### src/rtl/fifo_rd_packer.sv
// fifo_rd_packer: pops WIDTH-bit words from the read side of a FIFO and packs
// LANES of them into one output word with a per-lane keep mask. A flush
// request emits a partially filled word. Data lands one rclk after the pop,
// so the read strobe looks ahead to avoid bubbles without ever overflowing
// the accumulator.
module fifo_rd_packer #(
    parameter int WIDTH = 8,
    parameter int LANES = 4
) (
    input  logic                   rclk,
    input  logic                   rrstn,
    input  logic                   rempty,
    output logic                   rinc,
    input  logic [WIDTH-1:0]       rdata,
    input  logic                   flush,
    output logic                   pk_valid,
    input  logic                   pk_ready,
    output logic [WIDTH*LANES-1:0] pk_data,
    output logic [LANES-1:0]       pk_keep
);

    localparam int DW = WIDTH * LANES;
    localparam int CW = $clog2(LANES + 1);
    localparam logic [CW-1:0] FULL_CNT = CW'(LANES);
    localparam logic [CW:0]   LANES_W  = (CW + 1)'(LANES);

    // Packing state.
    logic [DW-1:0]    r_acc;
    logic [CW-1:0]    r_cnt;
    logic             r_pend;
    logic             r_fl_req;

    // Output register.
    logic [DW-1:0]    r_pk_data;
    logic [LANES-1:0] r_pk_keep;
    logic             r_pk_valid;

    // Combinational decisions for this cycle.
    logic             w_full;
    logic             w_move_req;
    logic             w_out_free;
    logic             w_move;
    logic             w_fl_drop;
    logic [CW-1:0]    w_cnt_base;
    logic [CW-1:0]    w_lane;
    logic [CW:0]      w_fill;
    logic             w_out_free_next;
    logic             w_room;
    logic             w_pop;
    logic [DW-1:0]    w_acc_next;
    logic [CW-1:0]    w_cnt_next;
    logic [LANES-1:0] w_keep_next;

    assign w_full     = (r_cnt == FULL_CNT);
    assign w_move_req = w_full || (r_fl_req && !r_pend && (r_cnt != '0));
    assign w_out_free = !r_pk_valid || pk_ready;
    assign w_move     = w_move_req && w_out_free;

    // A flush that finds nothing buffered and nothing in flight is dropped.
    assign w_fl_drop  = r_fl_req && !r_pend && (r_cnt == '0);

    // When the current word leaves this edge, the landing byte restarts at lane 0.
    assign w_cnt_base = w_move ? '0 : r_cnt;
    assign w_lane     = w_cnt_base;

    // Lanes committed after this edge: bytes held plus the byte landing now.
    assign w_fill     = {1'b0, w_cnt_base} + (CW + 1)'(r_pend);

    // The output register is guaranteed free next cycle when it is free now
    // and this edge does not load it; a word that fills up then moves at once.
    assign w_out_free_next = !w_move && w_out_free;

    // A byte popped now lands next edge. It fits if a lane is still free, or
    // if the word completes exactly and is certain to move on that same edge.
    assign w_room = (w_fill < LANES_W) || ((w_fill == LANES_W) && w_out_free_next);

    assign w_pop  = rrstn && !rempty && !r_fl_req && w_room;
    assign rinc   = w_pop;

    // Next accumulator: cleared on move so unused lanes of a later partial word read 0.
    always_comb begin
        // NOTE: every signal driven here gets a full default first; a path
        // that leaves one unassigned would infer a latch.
        w_acc_next = w_move ? '0 : r_acc;
        for (int i = 0; i < LANES; i++) begin
            if (r_pend && (w_lane == CW'(i))) begin
                w_acc_next[i*WIDTH +: WIDTH] = rdata;
            end
        end
    end

    assign w_cnt_next = w_cnt_base + CW'(r_pend);

    // Keep mask for a moving word: one bit per filled lane, contiguous from lane 0.
    always_comb begin
        w_keep_next = '0;
        for (int i = 0; i < LANES; i++) begin
            w_keep_next[i] = (r_cnt > CW'(i));
        end
    end

    // Accumulator, lane counter, in-flight flag and flush request.
    always_ff @(posedge rclk or negedge rrstn) begin
        // NOTE: state registers use non-blocking assignment so every block
        // sees the pre-edge value regardless of evaluation order.
        if (!rrstn) begin
            r_acc    <= '0;
            r_cnt    <= '0;
            r_pend   <= 1'b0;
            r_fl_req <= 1'b0;
        end else begin
            r_acc    <= w_acc_next;
            r_cnt    <= w_cnt_next;
            r_pend   <= w_pop;
            // A flush arriving on a move edge is satisfied by that move.
            r_fl_req <= (r_fl_req || flush) && !w_move && !w_fl_drop;
        end
    end

    // Output register: load on move, drop valid on transfer, hold while stalled.
    always_ff @(posedge rclk or negedge rrstn) begin
        if (!rrstn) begin
            r_pk_data  <= '0;
            r_pk_keep  <= '0;
            r_pk_valid <= 1'b0;
        end else if (w_move) begin
            r_pk_data  <= r_acc;
            r_pk_keep  <= w_keep_next;
            r_pk_valid <= 1'b1;
        end else if (pk_ready) begin
            r_pk_valid <= 1'b0;
        end
    end

    assign pk_valid = r_pk_valid;
    assign pk_data  = r_pk_data;
    assign pk_keep  = r_pk_keep;

endmodule
### config.mk
export PLATFORM = sky130hd
export DESIGN_NAME = fifo_rd_packer
export DESIGN_NICKNAME = d
export VERILOG_FILES = /design/src/rtl/fifo_rd_packer.sv
export SDC_FILE = /design/constraint.sdc
export NUM_CORES = 1
export LEC_CHECK = 0
export ABC_AREA = 1
export CORE_AREA = 2 2 78 80
export DETAILED_ROUTE_END_ITERATION = 8
export DIE_AREA = 0 0 80 82
export HOLD_SLACK_MARGIN = 0.05
export PLACE_DENSITY_LB_ADDON = 0.08
export SETUP_SLACK_MARGIN = 0.1
export SYNTH_ARGS = -nofsm -noshare
export SYNTH_HDL_FRONTEND = slang
export SYNTH_SLANG_ARGS = --single-unit
### constraint.sdc
create_clock -name rclk -period 2.9 [get_ports rclk]
set_input_delay 0.58 -clock rclk [delete_from_list [all_inputs] [get_ports rclk]]
set_output_delay 0.58 -clock rclk [all_outputs]
set_load 0.03 [all_outputs]
==> impl_metrics.json, run 1 <==
{
  "combinationalPowerShare": 0.452,
  "min_period_ns": 2.68,
  "drtPass1Iterations": 4,
  "crit_family": "simple AND/OR/NAND/NOR gates",
  "maxCapViolations": 0,
  "regArea_um2": 1860,
  "antenna_found_initial": 0,
  "cts.sinks": 74,
  "rsz0062_at_grt": "false",
  "area_growth_pct": 32.4,
  "die_y_um": 82,
  "ys_seq_area_frac": 0.640,
  "die_w_um": 80,
  "io_pins": 51,
  "critPathArrivalTime_ns": 2.10,
  "worst_pin_slew_ns": 0.636,
  "max_freq_mhz": 373,
  "drive_above_1_share": 0.156,
  "globalRoute.busiestLayer": "met2",
  "gp_congestion": 0.759,
  "setup_slack_ns": 0.218,
  "clockPowerShare": 0.192,
  "switching_share": 0.405,
  "critPathKind": "register to output port",
  "grt_start_max_net_pins": 82,
  "crit_required_ns": 2.32,
  "rrSetupSlack_ns": 1.06,
  "start_util": 0.503,
  "p_switching_mw": 1.68,
  "final-max-slew-violation-count": 0,
  "finalCritPeriodShare": 0.925,
  "post-route-drc-count": 0,
  "drt_iter0_drc": 154,
  "critPathMaxFanout": 6,
  "ant_nets": 0,
  "grtUsageMet2": 0.302,
  "antenna-diode-count": 0,
  "max-slew-margin-rel": 0.576,
  "drt-total-wl_mm": 6.13,
  "postLayoutCellArea_um2": 3830,
  "setup_tns_ns": 0,
  "wl_per_cell_um": 14.1,
  "skew_ns": 0.0109,
  "use_met3": 0.0527,
  "crit_top_cell": "inv_2",
  "grt_pass1_wl_mm": 9.75,
  "cts_made_buffers": 9,
  "crit_path_start_kind": "register",
  "power_density_nw_per_um2": 1090,
  "gr-total-overflow": 0,
  "use_met1": 0.277,
  "slowest_stage": "dfrtp_2",
  "placed_area_um2": 3480,
  "io_buffers": 50,
  "synth_cells": 289,
  "nets": 369,
  "dp.final_hpwl_mm": 3.94,
  "clk_path_buf_depth": 2,
  "seqPwrFrac": 0.356,
  "reg2regPathDepth": 7,
  "cts_tree": "done",
  "htreeDepth": 3,
  "cell_internal_pwr_mw": 2.47,
  "setup_viol": 0,
  "via_per_inst": 4.95,
  "clock_latency_ns": 0.34,
  "r2r-end": "r_acc[17]$_DFFE_PN0P_",
  "die-area_um2": 6560,
  "hold_class": "input pin to asynchronous set/reset pin",
  "ys_ff_latch": 74,
  "fill_cells": 472,
  "ys_types": 24,
  "num_vias": 2152,
  "crit_path_end": "rinc",
  "synth_nets": 303,
  "grt_pass1_vias": 2063,
  "clkSlewWorstSetupHoldPaths_ns": 0.08,
  "peakVddDrop_mv": 0.987,
  "crit_cells": 12,
  "status": "finished clean",
  "std_cell_rows": 28,
  "grt_usage": 0.199,
  "layout_common_cells": "dfrtp_1, nand2_1, inv_1, clkdlybuf4s50_1, o21ai_0",
  "post-place-ws_ns": 0.0189,
  "cts-root-buf": "clkbuf_8",
  "multi_input_area_um2": 845,
  "critPathLaunch": "r_cnt[1]$_DFF_PN0_",
  "syn_avg_cell_area_um2": 10.0,
  "slowest_delay_ns": 0.47,
  "crit_buf_inv": 3,
  "final_common_cell": "dfrtp_1",
  "final_core_util": 0.666,
  "cp_cell_sequence": "nor2_4, nand2_4, nand3_4, nand2_2, inv_2, ha_4, nor2_2, nand3_1, o21bai_1, nand2_1, inv_2, buf_6",
  "regToRegStartpoint": "r_cnt[1]$_DFF_PN0_",
  "cts_hold_buf": 0,
  "fp.coreArea_um2": 5750,
  "ys_warn_count": 0,
  "power.leakage_nw": 1.74,
  "end_kind": "output port",
  "synthesis.area_um2": 2890,
  "hold_violations": 0,
  "power_mw": 4.15
}
-- routing by layer --
layer | share of wire | routed length, µm
met2 | 0.46 | 2790
met3 | 0.055 | 337
met5 | 0 | 0
met4 | 0.016 | 97
met1 | 0.47 | 2910
-- power groups by stage --
stage                     Combinational (mW)  Sequential [mW]  Clock [mW]
after global routing                    2.04             1.51       0.863
after detailed placement                1.65             1.50           0
after CTS                               1.70             1.49       0.819
after floorplan                        0.781             1.80           0
final                                   1.88             1.48       0.797
after global placement                  1.63             1.49           0
-- worst min path at each step --
stage / endpoint / slack [ns] / depth (start not counted) / start
5_1_grt: pk_data[31]$_DFFE_PN0P_ / 0.28 / 2 / rrstn
2_1_floorplan: pk_data[0]$_DFFE_PN0P_ / 0.28 / 0 / rrstn
6_report: pk_data[27]$_DFFE_PN0P_ / 0.27 / 2 / rrstn
3_3_place_gp: pk_keep[0]$_DFFE_PN0P_ / 0.45 / 1 / pk_keep[0]$_DFFE_PN0P_
3_5_place_dp: pk_keep[0]$_DFFE_PN0P_ / 0.47 / 1 / pk_keep[0]$_DFFE_PN0P_
4_1_cts: pk_data[26]$_DFFE_PN0P_ / 0.27 / 2 / rrstn
-- kinds of logic after synthesis --
group           Yosys count  share of synthesized area
buf+inv                  58                     0.0809
flops                    74                      0.640
simple gates             84                      0.139
compound gates           72                      0.135
fa+ha+maj                 1                    0.00432
-- cell usage after synthesis --
| library cell | count | share of area |
|---|---|---|
| nor3b_1 | 1 | 0.0026 |
| nor2_4 | 2 | 0.0078 |
| nor2_2 | 1 | 0.0022 |
| o21ai_2 | 2 | 0.0061 |
| clkbuf_2 | 1 | 0.0017 |
| nand3_4 | 2 | 0.012 |
| a21oi_1 | 1 | 0.0017 |
| nand2_2 | 3 | 0.0065 |
| o21ai_1 | 9 | 0.016 |
| nor2_1 | 4 | 0.0052 |
| inv_1 | 49 | 0.064 |
| buf_2 | 6 | 0.010 |
| o21ai_0 | 42 | 0.073 |
| buf_6 | 1 | 0.0039 |
| ha_1 | 1 | 0.0043 |
| dfrtp_1 | 74 | 0.64 |
| inv_2 | 1 | 0.0013 |
| o21bai_1 | 1 | 0.0026 |
| o22ai_1 | 17 | 0.037 |
| nand3_1 | 3 | 0.0052 |
| nand2_4 | 1 | 0.0039 |
| or2_1 | 1 | 0.0022 |
| nand4_4 | 1 | 0.0074 |
| nand2_1 | 65 | 0.084 |
-- through the flow --
stage          hold slack (ns)  cells
2_1_floorplan            0.284    289
3_3_place_gp             0.454    410
3_5_place_dp             0.469    410
4_1_cts                  0.269    426
5_1_grt                  0.281    435
6_report                 0.267    435
-- state kept, by name (all words and copies together) (netlist names) --
| signal | flops |
|---|---|
| pk_keep | 4 |
| r_fl_req | 1 |
| r_acc | 32 |
| pk_data | 32 |
| pk_valid | 1 |
| r_cnt | 3 |
| r_pend | 1 |
-- timing repair --
item | CTS | global route
setup endpoints to repair | 1 | 1
gates cloned | 0 | 1
pin swaps | 2 | 6
buffers inserted | 0 | 8
gates resized for setup | 8 | 10
-- cell type report --
cell class | instances | area share
flip-flops and latches | 74 | 0.485
repair buffers | 63 | 0.166
clock inverters | 2 | 0.00425
well taps | 75 | 0.0245
inverters | 50 | 0.0497
multi-input cells | 157 | 0.221
clock buffers | 14 | 0.0503
No activity file was read; power rests on OpenSTA's default activity.
==> run 2, diff against run 1 <==
--- a/config.mk
+++ b/config.mk
@@ -9,6 +9,7 @@
 export CORE_AREA = 2 2 78 80
 export DETAILED_ROUTE_END_ITERATION = 8
 export DIE_AREA = 0 0 80 82
+export GPL_TIMING_DRIVEN = 0
 export HOLD_SLACK_MARGIN = 0.05
 export PLACE_DENSITY_LB_ADDON = 0.08
 export SETUP_SLACK_MARGIN = 0.1
==> constraint.sdc (replaced) <==
create_clock -name rclk -period 3 [get_ports rclk]
set_input_delay 0.6 -clock rclk [delete_from_list [all_inputs] [get_ports rclk]]
set_output_delay 0.6 -clock rclk [all_outputs]
set_load 0.03 [all_outputs]
==> run 2 against run 1 <==
  * Sequential power decreased by 3%
  * Power down 0.92%
  * Largest cell class unchanged
  * Cell count grew 0.23%
  * Critical path type is now input pin to output port
  * Register-to-register slack improved by 0.18 ns
  * Combinational power shrank 6%
  * Wire length increased by 5.1%
  * Largest power group unchanged
  * Worst setup slack improved by 0.032 ns
  * Global-route usage increased by 1.8 points
==> impl_metrics.json, run 2 (same netlist as run 1, synthesis figures left out) <==
{
  "grt_pass1_vias": 2121,
  "io_buffers": 50,
  "grt_start_max_net_pins": 53,
  "layout_common_cells": "dfrtp_1, nand2_1, clkdlybuf4s50_1, inv_1, o21ai_0",
  "crit_buf_inv": 5,
  "power_density_nw_per_um2": 1080,
  "r2r-end": "r_acc[29]$_DFFE_PN0P_",
  "via_per_inst": 5.06,
  "clk_path_buf_depth": 2,
  "drt_iter0_drc": 140,
  "status": "finished clean",
  "regToRegStartpoint": "r_cnt[1]$_DFF_PN0_",
  "crit_family": "buffers and inverters",
  "hold_slack_ns": 0.145,
  "setup_tns_ns": 0,
  "max-slew-margin-rel": 0.779,
  "hold_class": "input pin to asynchronous set/reset pin",
  "fin_cells": 436,
  "rrSetupSlack_ns": 1.24,
  "power.leakage_nw": 1.73,
  "antenna_found_initial": 0,
  "maxCapViolations": 0,
  "peakVddDrop_mv": 0.668,
  "hold_violations": 0,
  "dp.final_hpwl_mm": 4.30,
  "drive_above_1_share": 0.144,
  "slowest_stage": "clkdlybuf4s50_1",
  "crit_path_start_kind": "input pin",
  "die_w_um": 80,
  "final-max-slew-violation-count": 0,
  "nets": 371,
  "rsz0062_at_grt": "false",
  "post-route-drc-count": 0,
  "antenna-diode-count": 0,
  "num_vias": 2206,
  "area_growth_pct": 32.1,
  "worst_pin_slew_ns": 0.331,
  "ant_nets": 0,
  "crit_path_end": "rinc",
  "finalCritPeriodShare": 0.917,
  "reg2regPathDepth": 7,
  "end_kind": "output port",
  "min_period_ns": 2.75,
  "cp_cell_sequence": "clkdlybuf4s50_1, inv_1, nand2_2, nand3_4, nand2_1, inv_2, ha_4, nor2_1, nand3_1, o21bai_1, nand2_1, inv_2, buf_6",
  "critPathArrivalTime_ns": 2.15,
  "start_util": 0.503,
  "critPathMaxFanout": 2,
  "cts_tree": "done",
  "cts_made_buffers": 9,
  "io_pins": 51,
  "gr-total-overflow": 0,
  "drt-total-wl_mm": 6.44,
  "critPathLaunch": "pk_ready",
  "critPathKind": "input pin to output port",
  "drtPass1Iterations": 4,
  "clkSlewWorstSetupHoldPaths_ns": 0.07,
  "slowest_delay_ns": 0.45,
  "grt_pass1_wl_mm": 10.4,
  "die_y_um": 82,
  "cts.sinks": 74,
  "die-area_um2": 6560,
  "fp.coreArea_um2": 5750,
  "htreeDepth": 3,
  "crit_required_ns": 2.40,
  "cts_hold_buf": 0,
  "wl_per_cell_um": 14.8,
  "grt_usage": 0.217,
  "power_mw": 4.12,
  "max_freq_mhz": 364,
  "std_cell_rows": 28,
  "setup_viol": 0,
  "place_inst": 415,
  "skew_ns": 0.00576,
  "gp_congestion": 0.765,
  "crit_cells": 13,
  "cts-root-buf": "clkbuf_8",
  "final_common_cell": "dfrtp_1",
  "clock_latency_ns": 0.35
}
==> run 2: power by group <==
part / leakage, nW / total [mW] / internal, mW / switching, mW
sequential: 1.00 / 1.43 / 1.28 / 0.150
combinational: 0.609 / 1.76 / 0.634 / 1.12
clock: 0.118 / 0.933 / 0.569 / 0.364
==> run 2: layout make-up <==
cell class | count | area (µm²)
fillers | 470 | 1920
flip-flops and latches | 74 | 1860
multi-input cells | 157 | 827
repair buffers | 57 | 572
inverters | 50 | 188
clock buffers | 10 | 138
clock inverters | 5 | 103
well taps | 75 | 93.8
plain buffers | 8 | 46.3
==> run 2: worst min-delay path by stage <==
stage,to,slack (ns),depth (start not counted)
after global placement,pk_keep[0]$_DFFE_PN0P_,0.45,1
after CTS,pk_data[24]$_DFFE_PN0P_,0.14,1
after detailed placement,pk_keep[0]$_DFFE_PN0P_,0.46,1
after floorplan,pk_data[0]$_DFFE_PN0P_,0.30,0
final,pk_data[25]$_DFFE_PN0P_,0.14,1
after global routing,pk_data[24]$_DFFE_PN0P_,0.15,1
==> run 2: timing repair <==
action | in CTS | in global routing
setup buffers | 1 | 5
setup endpoints to repair | 1 | 1
resized for setup | 9 | 6
cloned | 0 | 0
pin swaps | 1 | 0
==> run 2: metrics by stage <==
stage	util	setup WS, ns	instance area [µm²]
3_5_place_dp	0.611	-0.561	3510
4_1_cts	0.655	0.116	3770
6_report	0.665	0.250	3820
5_1_grt	0.665	0.141	3820
3_3_place_gp	0.607	-2.22	3490
2_1_floorplan	-	0.526	2890
==> run 2: layer usage <==
metal / up-vias / GRT usage / wire length (µm)
met2: 60 / 0.334 / 2980
met5: - / 0 / 0
met1: 1078 / 0.296 / 3000
li1: 1058 / - / -
met3: 10 / 0.0670 / 356
met4: 0 / 0.0729 / 111
==> run 3, diff against run 2 <==
==> constraint.sdc (replaced) <==
create_clock -name rclk -period 3 [get_ports rclk]
set_input_delay 0.45 -clock rclk [delete_from_list [all_inputs] [get_ports rclk]]
set_output_delay 0.45 -clock rclk [all_outputs]
set_load 0.03 [all_outputs]
==> run 3 against run 2 <==
  * Register-to-register slack worse by 0.04 ns
  * Via count down 2.2%
  * Power down 1.3%
  * Sequential power about the same
  * Clock skew up 0.00052 ns
  * Global-route usage down 0.072 points
  * Cell count down 0.92%
  * Critical path type is now register to output port
  * Largest power group unchanged
==> impl_metrics.json, run 3 (same netlist as run 1, synthesis figures left out) <==
{
  "num_vias": 2158,
  "layout_common_cells": "dfrtp_1, nand2_1, inv_1, clkdlybuf4s50_1, o21ai_0",
  "std_cell_rows": 28,
  "min_period_ns": 2.69,
  "hold_path_depth": 1,
  "ant_nets": 0,
  "crit_path_start_kind": "register",
  "gp_congestion": 0.765,
  "wl_per_cell_um": 14.5,
  "hold_violations": 0,
  "skew_ns": 0.00628,
  "final-max-slew-violation-count": 0,
  "critPathArrivalTime_ns": 2.24,
  "die_y_um": 82,
  "io_pins": 51,
  "fp.coreArea_um2": 5750,
  "cts.sinks": 74,
  "clkSlewWorstSetupHoldPaths_ns": 0.07,
  "antenna_found_initial": 0,
  "dp.final_hpwl_mm": 4.30,
  "clock_latency_ns": 0.35,
  "drt_iter0_drc": 137,
  "finalCritPeriodShare": 0.897,
  "rrSetupSlack_ns": 1.20,
  "placed_area_um2": 3510,
  "nets": 367,
  "htreeDepth": 3,
  "die-area_um2": 6560,
  "area_growth_pct": 30.4,
  "clk_path_buf_depth": 2,
  "power_mw": 4.06,
  "post-route-drc-count": 0,
  "drive_above_1_share": 0.120,
  "fin_cells": 432,
  "end_kind": "output port",
  "cts-root-buf": "clkbuf_8",
  "grt_start_max_net_pins": 53,
  "rsz0062_at_grt": "false",
  "max-slew-margin-rel": 0.779,
  "max_freq_mhz": 372,
  "critPathKind": "register to output port",
  "start_util": 0.503,
  "hp-start": "pk_keep[0]$_DFFE_PN0P_",
  "crit_required_ns": 2.55,
  "die_w_um": 80,
  "drt-total-wl_mm": 6.27,
  "grt_pass1_vias": 2110,
  "setup_viol": 0,
  "grt_pass1_wl_mm": 10.4,
  "maxCapViolations": 0,
  "place_inst": 415,
  "regToRegStartpoint": "r_cnt[1]$_DFF_PN0_",
  "worst_pin_slew_ns": 0.331,
  "power_density_nw_per_um2": 1080,
  "final_common_cell": "dfrtp_1",
  "cts_made_buffers": 9,
  "cts_tree": "done",
  "peakVddDrop_mv": 0.660,
  "power.leakage_nw": 1.71,
  "r2r-end": "r_pend$_DFF_PN0_",
  "drtPass1Iterations": 4,
  "critPathMaxFanout": 7,
  "io_buffers": 50,
  "hold_class": "register to register",
  "via_per_inst": 5.00,
  "hold_path_end": "pk_keep[0]$_DFFE_PN0P_",
  "grt_usage": 0.216,
  "postLayoutCellArea_um2": 3770,
  "post-place-ws_ns": -0.261,
  "reg2regPathDepth": 12,
  "setup_slack_ns": 0.309,
  "fill_cells": 478,
  "antenna-diode-count": 0,
  "status": "finished clean",
  "gr-total-overflow": 0
}
run 3: report_power, final:
group	internal, mW	switching (mW)	leakage [nW]
clock network	0.569	0.365	0.118
registers	1.28	0.153	1.00
logic	0.601	1.10	0.591
run 3: critical path: stages (launching register included):
cell	delay, ns
dfrtp_2	0.48
nor2_4	0.18
nand2_2	0.11
nand3_4	0.09
nand2_1	0.05
inv_1	0.11
ha_1	0.25
nor2_1	0.11
nand3_1	0.08
o21bai_1	0.12
nand2_1	0.06
inv_1	0.06
buf_2	0.19
run 3: cell type report:
class                           instances  area (µm²)  share of cell area
Sequential cell                        74        1860               0.492
Buffer                                  8        46.3              0.0123
Multi-Input combinational cell        157         812               0.215
Tap cell                               75        93.8              0.0249
Timing Repair Buffer                   53         538               0.143
Clock buffer                           10         138              0.0365
Inverter                               50         188              0.0497
Clock inverter                          5         103              0.0272
run 3: repair_timing:
action	4_1_cts	5_1_grt
gates resized for setup	8	1
hold endpoints to repair	23	0
setup endpoints to repair	1	1
buffers inserted	1	0
hold buffers	1	0
run 3: per-stage QoR:
stage	hold slack [ns]	util	TNS, ns
global placement	0.454	0.607	-80.42
finish	0.482	0.657	0
global route	0.511	0.657	0
CTS	0.482	0.658	0
detailed placement	0.373	0.611	-0.261
floorplan	0.154	-	0
run 3: worst max path at each step:
stage                       start    to  slack, ns  cells past startpoint
6_report       r_cnt[1]$_DFF_PN0_  rinc       0.31                     12
5_1_grt        r_cnt[0]$_DFF_PN0_  rinc       0.12                     13
4_1_cts        r_cnt[1]$_DFF_PN0_  rinc       0.16                     12
3_3_place_gp                rrstn  rinc      -1.92                      5
3_5_place_dp             pk_ready  rinc      -0.26                     13
2_1_floorplan  r_cnt[1]$_DFF_PN0_  rinc       0.68                     11
run 3: per-layer routing:
layer	vias to the layer above	wire length [µm]	global-route usage
li1	1048	-	-
met1	1049	3020	0.296
met2	51	2840	0.332
met3	10	298	0.0670
met4	0	108	0.0729
met5	-	0	0
